<file path="src/rtl/serial_frame_pkg.sv">
// Shared types and constants for the framed serial receiver.
// Latency: n/a (types only).
// Backpressure: n/a (types only).
package serial_frame_pkg;

    // Default data bits per frame and shift datapath width
    localparam int SERIAL_WIDTH = 8;

    // Receiver sequencing states; PARITY is only entered in parity builds
    typedef enum logic [1:0] {
        IDLE   = 2'd0,
        DATA   = 2'd1,
        PARITY = 2'd2,
        STOP   = 2'd3
    } state_t;

endpackage

</file>
<file path="src/rtl/serial_frame_ctrl_sipo_shift_reg.sv">
// Serial-in/parallel-out shift register, MSB-first (new bit enters at bit 0).
// Latency: data_out reflects a shifted bit one clk after shift_en.
// Backpressure: none; shifts whenever shift_en is high.
module sipo_shift_reg #(
    parameter int WIDTH = 8
) (
    input  logic             clk,
    input  logic             reset,
    input  logic             shift_en,
    input  logic             data_in,
    output logic [WIDTH-1:0] data_out
);

    // Shift left, inserting the new serial bit at the LSB
    always_ff @(posedge clk or posedge reset) begin
        if (reset) begin
            data_out <= '0;
        end else if (shift_en) begin
            data_out <= {data_out[WIDTH-2:0], data_in};
        end
    end

endmodule

</file>
<file path="src/rtl/serial_frame_ctrl.sv">
// Framed serial receiver (start, WIDTH data MSB-first, [parity], stop); parity via SERIAL_PARITY_EN.
// Latency: out_valid rises 1 clk after the stop-bit tick; error/overrun pulses also 1 clk after it.
// Backpressure: holds one word on out_valid/out_ready; a good frame arriving while held and not consumed is dropped (overrun).
module serial_frame_ctrl
    import serial_frame_pkg::*;
#(
    parameter int WIDTH      = SERIAL_WIDTH,
    parameter bit PARITY_ODD = 1'b0
) (
    input  logic             clk,
    input  logic             reset,
    input  logic             serial_in,
    input  logic             bit_tick,
    input  logic             out_ready,
    output logic [WIDTH-1:0] out_data,
    output logic             out_valid,
    output logic             busy,
    output logic             frame_err,
    output logic             overrun
);

    localparam int CW = $clog2(WIDTH + 1);

    state_t           state;
    logic [CW-1:0]    bit_cnt;
    logic [WIDTH-1:0] sr;
    logic             shift_en;
    logic             stop_tick;
    logic             parity_ok;
    logic             word_good;
    logic             load_word;

    sipo_shift_reg #(.WIDTH(WIDTH)) u_sipo (
        .clk      (clk),
        .reset    (reset),
        .shift_en (shift_en),
        .data_in  (serial_in),
        .data_out (sr)
    );

    assign shift_en  = bit_tick && (state == DATA);
    assign stop_tick = bit_tick && (state == STOP);
    assign word_good = stop_tick && serial_in && parity_ok;
    // A completed word may load if the holding slot is empty or is being consumed now
    assign load_word = word_good && (!out_valid || out_ready);
    assign busy      = (state != IDLE);

`ifdef SERIAL_PARITY_EN
    // Capture the parity verdict on the parity tick; it is consumed at the stop tick
    always_ff @(posedge clk or posedge reset) begin
        if (reset) begin
            parity_ok <= 1'b0;
        end else if (bit_tick && (state == PARITY)) begin
            parity_ok <= ((^sr) ^ serial_in) == PARITY_ODD;
        end
    end
`else
    logic unused_parity_odd;
    assign unused_parity_odd = PARITY_ODD;
    assign parity_ok         = 1'b1;
`endif

    // Frame sequencer: one state step per bit tick
    always_ff @(posedge clk or posedge reset) begin
        if (reset) begin
            state   <= IDLE;
            bit_cnt <= '0;
        end else if (bit_tick) begin
            case (state)
                IDLE: begin
                    bit_cnt <= '0;
                    if (!serial_in) begin
                        state <= DATA;
                    end
                end
                DATA: begin
                    bit_cnt <= bit_cnt + 1'b1;
                    if (bit_cnt == CW'(WIDTH - 1)) begin
`ifdef SERIAL_PARITY_EN
                        state <= PARITY;
`else
                        state <= STOP;
`endif
                    end
                end
                PARITY: begin
                    state <= STOP;
                end
                STOP: begin
                    state   <= IDLE;
                    bit_cnt <= '0;
                end
                default: begin
                    state   <= IDLE;
                    bit_cnt <= '0;
                end
            endcase
        end
    end

    // Output holding register, handshake and status pulses (evaluated every cycle)
    always_ff @(posedge clk or posedge reset) begin
        if (reset) begin
            out_data  <= '0;
            out_valid <= 1'b0;
            frame_err <= 1'b0;
            overrun   <= 1'b0;
        end else begin
            frame_err <= stop_tick && !(serial_in && parity_ok);
            overrun   <= word_good && !load_word;
            if (load_word) begin
                out_data  <= sr;
                out_valid <= 1'b1;
            end else if (out_valid && out_ready) begin
                out_valid <= 1'b0;
            end
        end
    end

endmodule

</file>
<file path="config.mk">
export PLATFORM = sky130hd
export DESIGN_NAME = serial_frame_ctrl
export DESIGN_NICKNAME = d
export VERILOG_FILES = /design/src/rtl/serial_frame_pkg.sv /design/src/rtl/serial_frame_ctrl_sipo_shift_reg.sv /design/src/rtl/serial_frame_ctrl.sv
export SDC_FILE = /design/constraint.sdc
export NUM_CORES = 1
export LEC_CHECK = 0
export ABC_AREA = 1
export BUFFER_PORTS_ARGS = -buffer_cell sky130_fd_sc_hd__clkbuf_2
export CAP_MARGIN = 15
export CORE_MARGIN = 8
export CORE_UTILIZATION = 50
export CTS_BUF_LIST = sky130_fd_sc_hd__clkbuf_8
export CTS_CLUSTER_DIAMETER = 100
export DETAILED_ROUTE_END_ITERATION = 12
export PLACE_DENSITY = 0.69
export SETUP_SLACK_MARGIN = 0.02
export SKIP_CTS_REPAIR_TIMING = 1
export SYNTH_ARGS = -nofsm -noshare
export SYNTH_HDL_FRONTEND = slang
export SYNTH_SLANG_ARGS = --single-unit
</file>
<file path="constraint.sdc">
create_clock -name clk -period 2 [get_ports clk]
set_input_delay 0.4 -clock clk [delete_from_list [all_inputs] [get_ports clk]]
set_output_delay 0.4 -clock clk [all_outputs]
set_load 0.005 [all_outputs]
</file>
==> results.cfg <==
[run_status]
status = complete, no violations

[clock_tree]
clk_pin_slew_worst_paths_ns = 0.09
cts-buffers-inserted = 3
clock_sinks = 25
clock_path_buffers = 2
cts_tree = yes
clock_latency_ns = 0.26
htree_levels = 1
clock-root-buffer = clkbuf_8

[detailed_routing]
dr.pass1.iters = 4
via_count = 781
drc = 0
ant_nets = 0
drt_wl_total_um = 1874
vias_per_cell = 4.649
drtIter0Drc = 34
wl_per_cell_um = 11.15

[logic_synthesis]
yosysMostFrequentCell = nand2_1
yosys_warnings = 0
synth_edf_count = 0
yosysTopAreaCell = dfrtp_1
netlist_top_cells_area = dfrtp_1 56%, nand2_1 9.7%, inv_1 7.0%
netlist_area_um2 = 1125
synth_top_area_share_pct = 55.62
yosysUniqueCellTypes = 15
syn-num-nets = 131
synthCells = 121
synth_top_cells_by_count = 29 x nand2_1, 25 x dfrtp_1, 21 x inv_1, 9 x o21ai_0, 7 x o21ai_2
synth-seq-cells = 25
yosysSeqAreaShare_pct = 55.62
async_reset_ff_share_pct = 100.0
synth.avg_cell_area_um2 = 9.296
synth_flop_cell = dfrtp_1

[finish]
regArea_um2 = 625.6
antenna-diode-count = 0
layout.nets = 151
stdcell_count = 168
multi_input_area_um2 = 404.1
num-fill-cells = 208
area_growth_pct = 13.57
drive_gt1_share_pct = 24.29

[grt]
grt_max_degree = 26
grt_use_total_pct = 9.711
grt_overflow = 0
grt_pass1_vias = 792
grt_pass1_wl_um = 3243
grt_antenna_before_repair = 0

[power_and_ir_drop]
leakagePower_uw = 0.0006703
total_power_uw = 1720
irDropWorstVdd_mv = 0.7903
p_int_uw = 1083
p_switching_uw = 637.4
p_seq_share_pct = 47.0
p_comb_share_pct = 36.1
clkPwrFrac_pct = 16.9
switching_share_pct = 37.05
powerDensity_nw_per_um2 = 1347

[setup_path]
worst_path_largest_cell_delay_ns = 0.40
reg2reg_depth = 5
reg2reg_to = bit_cnt[3]$_DFFE_PP0P_
path_cells = inv_1 > ha_1 > inv_1 > clkbuf_2
path_max_fanout = 4
crit_path_top_delay_cell = dfrtp_1
startpoint_type = flop
required_ns = 1.60
worstSetupPathType = reg -> out
end_kind = output port
reg2reg_slack_ns = 0.66
crit_path_frequent_cell = inv_1
arrival_ns = 1.11
r2r_start = state[0]$_DFFE_PP0P_

[place]
hpwl_um = 1396
gp_congestion = 0.8217
dp.cells = 164
portBuffers = 16

[floorplan]
fp.dieH_um = 63.43
fp-row-count = 17
start_util_pct = 51.85
die_w_um = 63.43
io_pins = 17
coreArea_um2 = 2170
die_area_um2 = 4023

[sta]
fmax_mhz = 663.5
skew_ns = 0.006229
finalHoldViolations = 0
rsz0062_at_grt = no
maxSlewViolCount = 0
setup_viol = 0
period_needed_ns = 1.507
max_slew_margin_pct = 73.06
fin_setup_tns_ns = 0
tightestPinTransition_ns = 0.4031
whs_ns = 0.1506
fin_crit_sh_pct = 75.36

[worst_hold_path]
hold_path.class = in -> async

[run]
cap_viol_max_count = 0
## stage by stage
step | area (um^2) | utilization, % | setup slack (ns)
3_3_place_gp | 1231 | 56.75 | 0.7111
6_report | 1277 | 58.88 | 0.4928
5_1_grt | 1277 | 58.88 | 0.4018
2_1_floorplan | 1125 | - | 0.7370
3_5_place_dp | 1231 | 56.75 | 0.6747
4_1_cts | 1277 | 58.88 | 0.4841
## kinds of logic after synthesis
logic type               after synthesis  share of synthesized area, %
AO/OA/AOI/OAI                         22                         12.12
AND/OR/NAND/NOR                       46                         18.24
buffers and inverters                 23                         8.454
flip-flops                            25                         55.62
adder cells (fa/ha/maj)                5                         5.562
## sequential cells by signal (all words and copies together) (netlist names)
signal	cells
u_sipo.data_out	8
out_data	8
overrun	1
out_valid	1
bit_cnt	4
frame_err	1
state	2
## routing by layer
metal | vias to the layer above | track usage (%) | share of wire [%]
met1 | 361 | 10.07 | 44
met5 | - | 0 | 0
met3 | 2 | 2.827 | 4.4
li1 | 411 | - | -
met4 | 0 | 5.292 | 0.75
met2 | 7 | 17.11 | 51
## worst max-delay path by stage
stage                                    start                     end  cells past startpoint
after detailed placement  state[0]$_DFFE_PP0P_  bit_cnt[3]$_DFFE_PP0P_                      5
after CTS                 state[0]$_DFFE_PP0P_                    busy                      4
after global routing      state[0]$_DFFE_PP0P_                    busy                      4
after global placement    state[0]$_DFFE_PP0P_  bit_cnt[3]$_DFFE_PP0P_                      5
after floorplan           state[0]$_DFFE_PP0P_  bit_cnt[3]$_DFFE_PP0P_                      5
final                     state[0]$_DFFE_PP0P_                    busy                      4
## power by group through the flow
stage,clock (uW),combinational (uW),sequential (uW)
after global routing,318,714,835
final,291,620,809
after floorplan,0,448,807
after global placement,0,602,807
after detailed placement,0,629,820
after CTS,302,631,810
## area by class of cell
cell class,instances,share of cell area [%]
Clock inverter,1,0.3918
Inverter,21,6.170
Sequential cell,25,48.97
Timing Repair Buffer,17,6.856
Multi-Input combinational cell,73,31.64
Clock buffer,3,3.232
Tap cell,28,2.742
## cells in the final DEF, fill, tap and decap left out
cell type  count
dfrtp_1       25
or2_2          1
clkinv_2       1
inv_1         21
nand2_2        3
clkbuf_8       3
o21ai_0        9
nand2_4        1
nand3_1        6
buf_4          1
nand2_1       29
ha_1           5
o21ai_2        7
a21oi_1        6
nor2_1         5
nor2_4         1
clkbuf_2      16
## critical path, delay by kind of cell (launching register included)
family                   cells  cell delay (ns)
adder cells (fa/ha/maj)      1             0.22
buffers and inverters        3             0.23
flip-flops                   1             0.40
No activity file was read; power rests on OpenSTA's default activity.
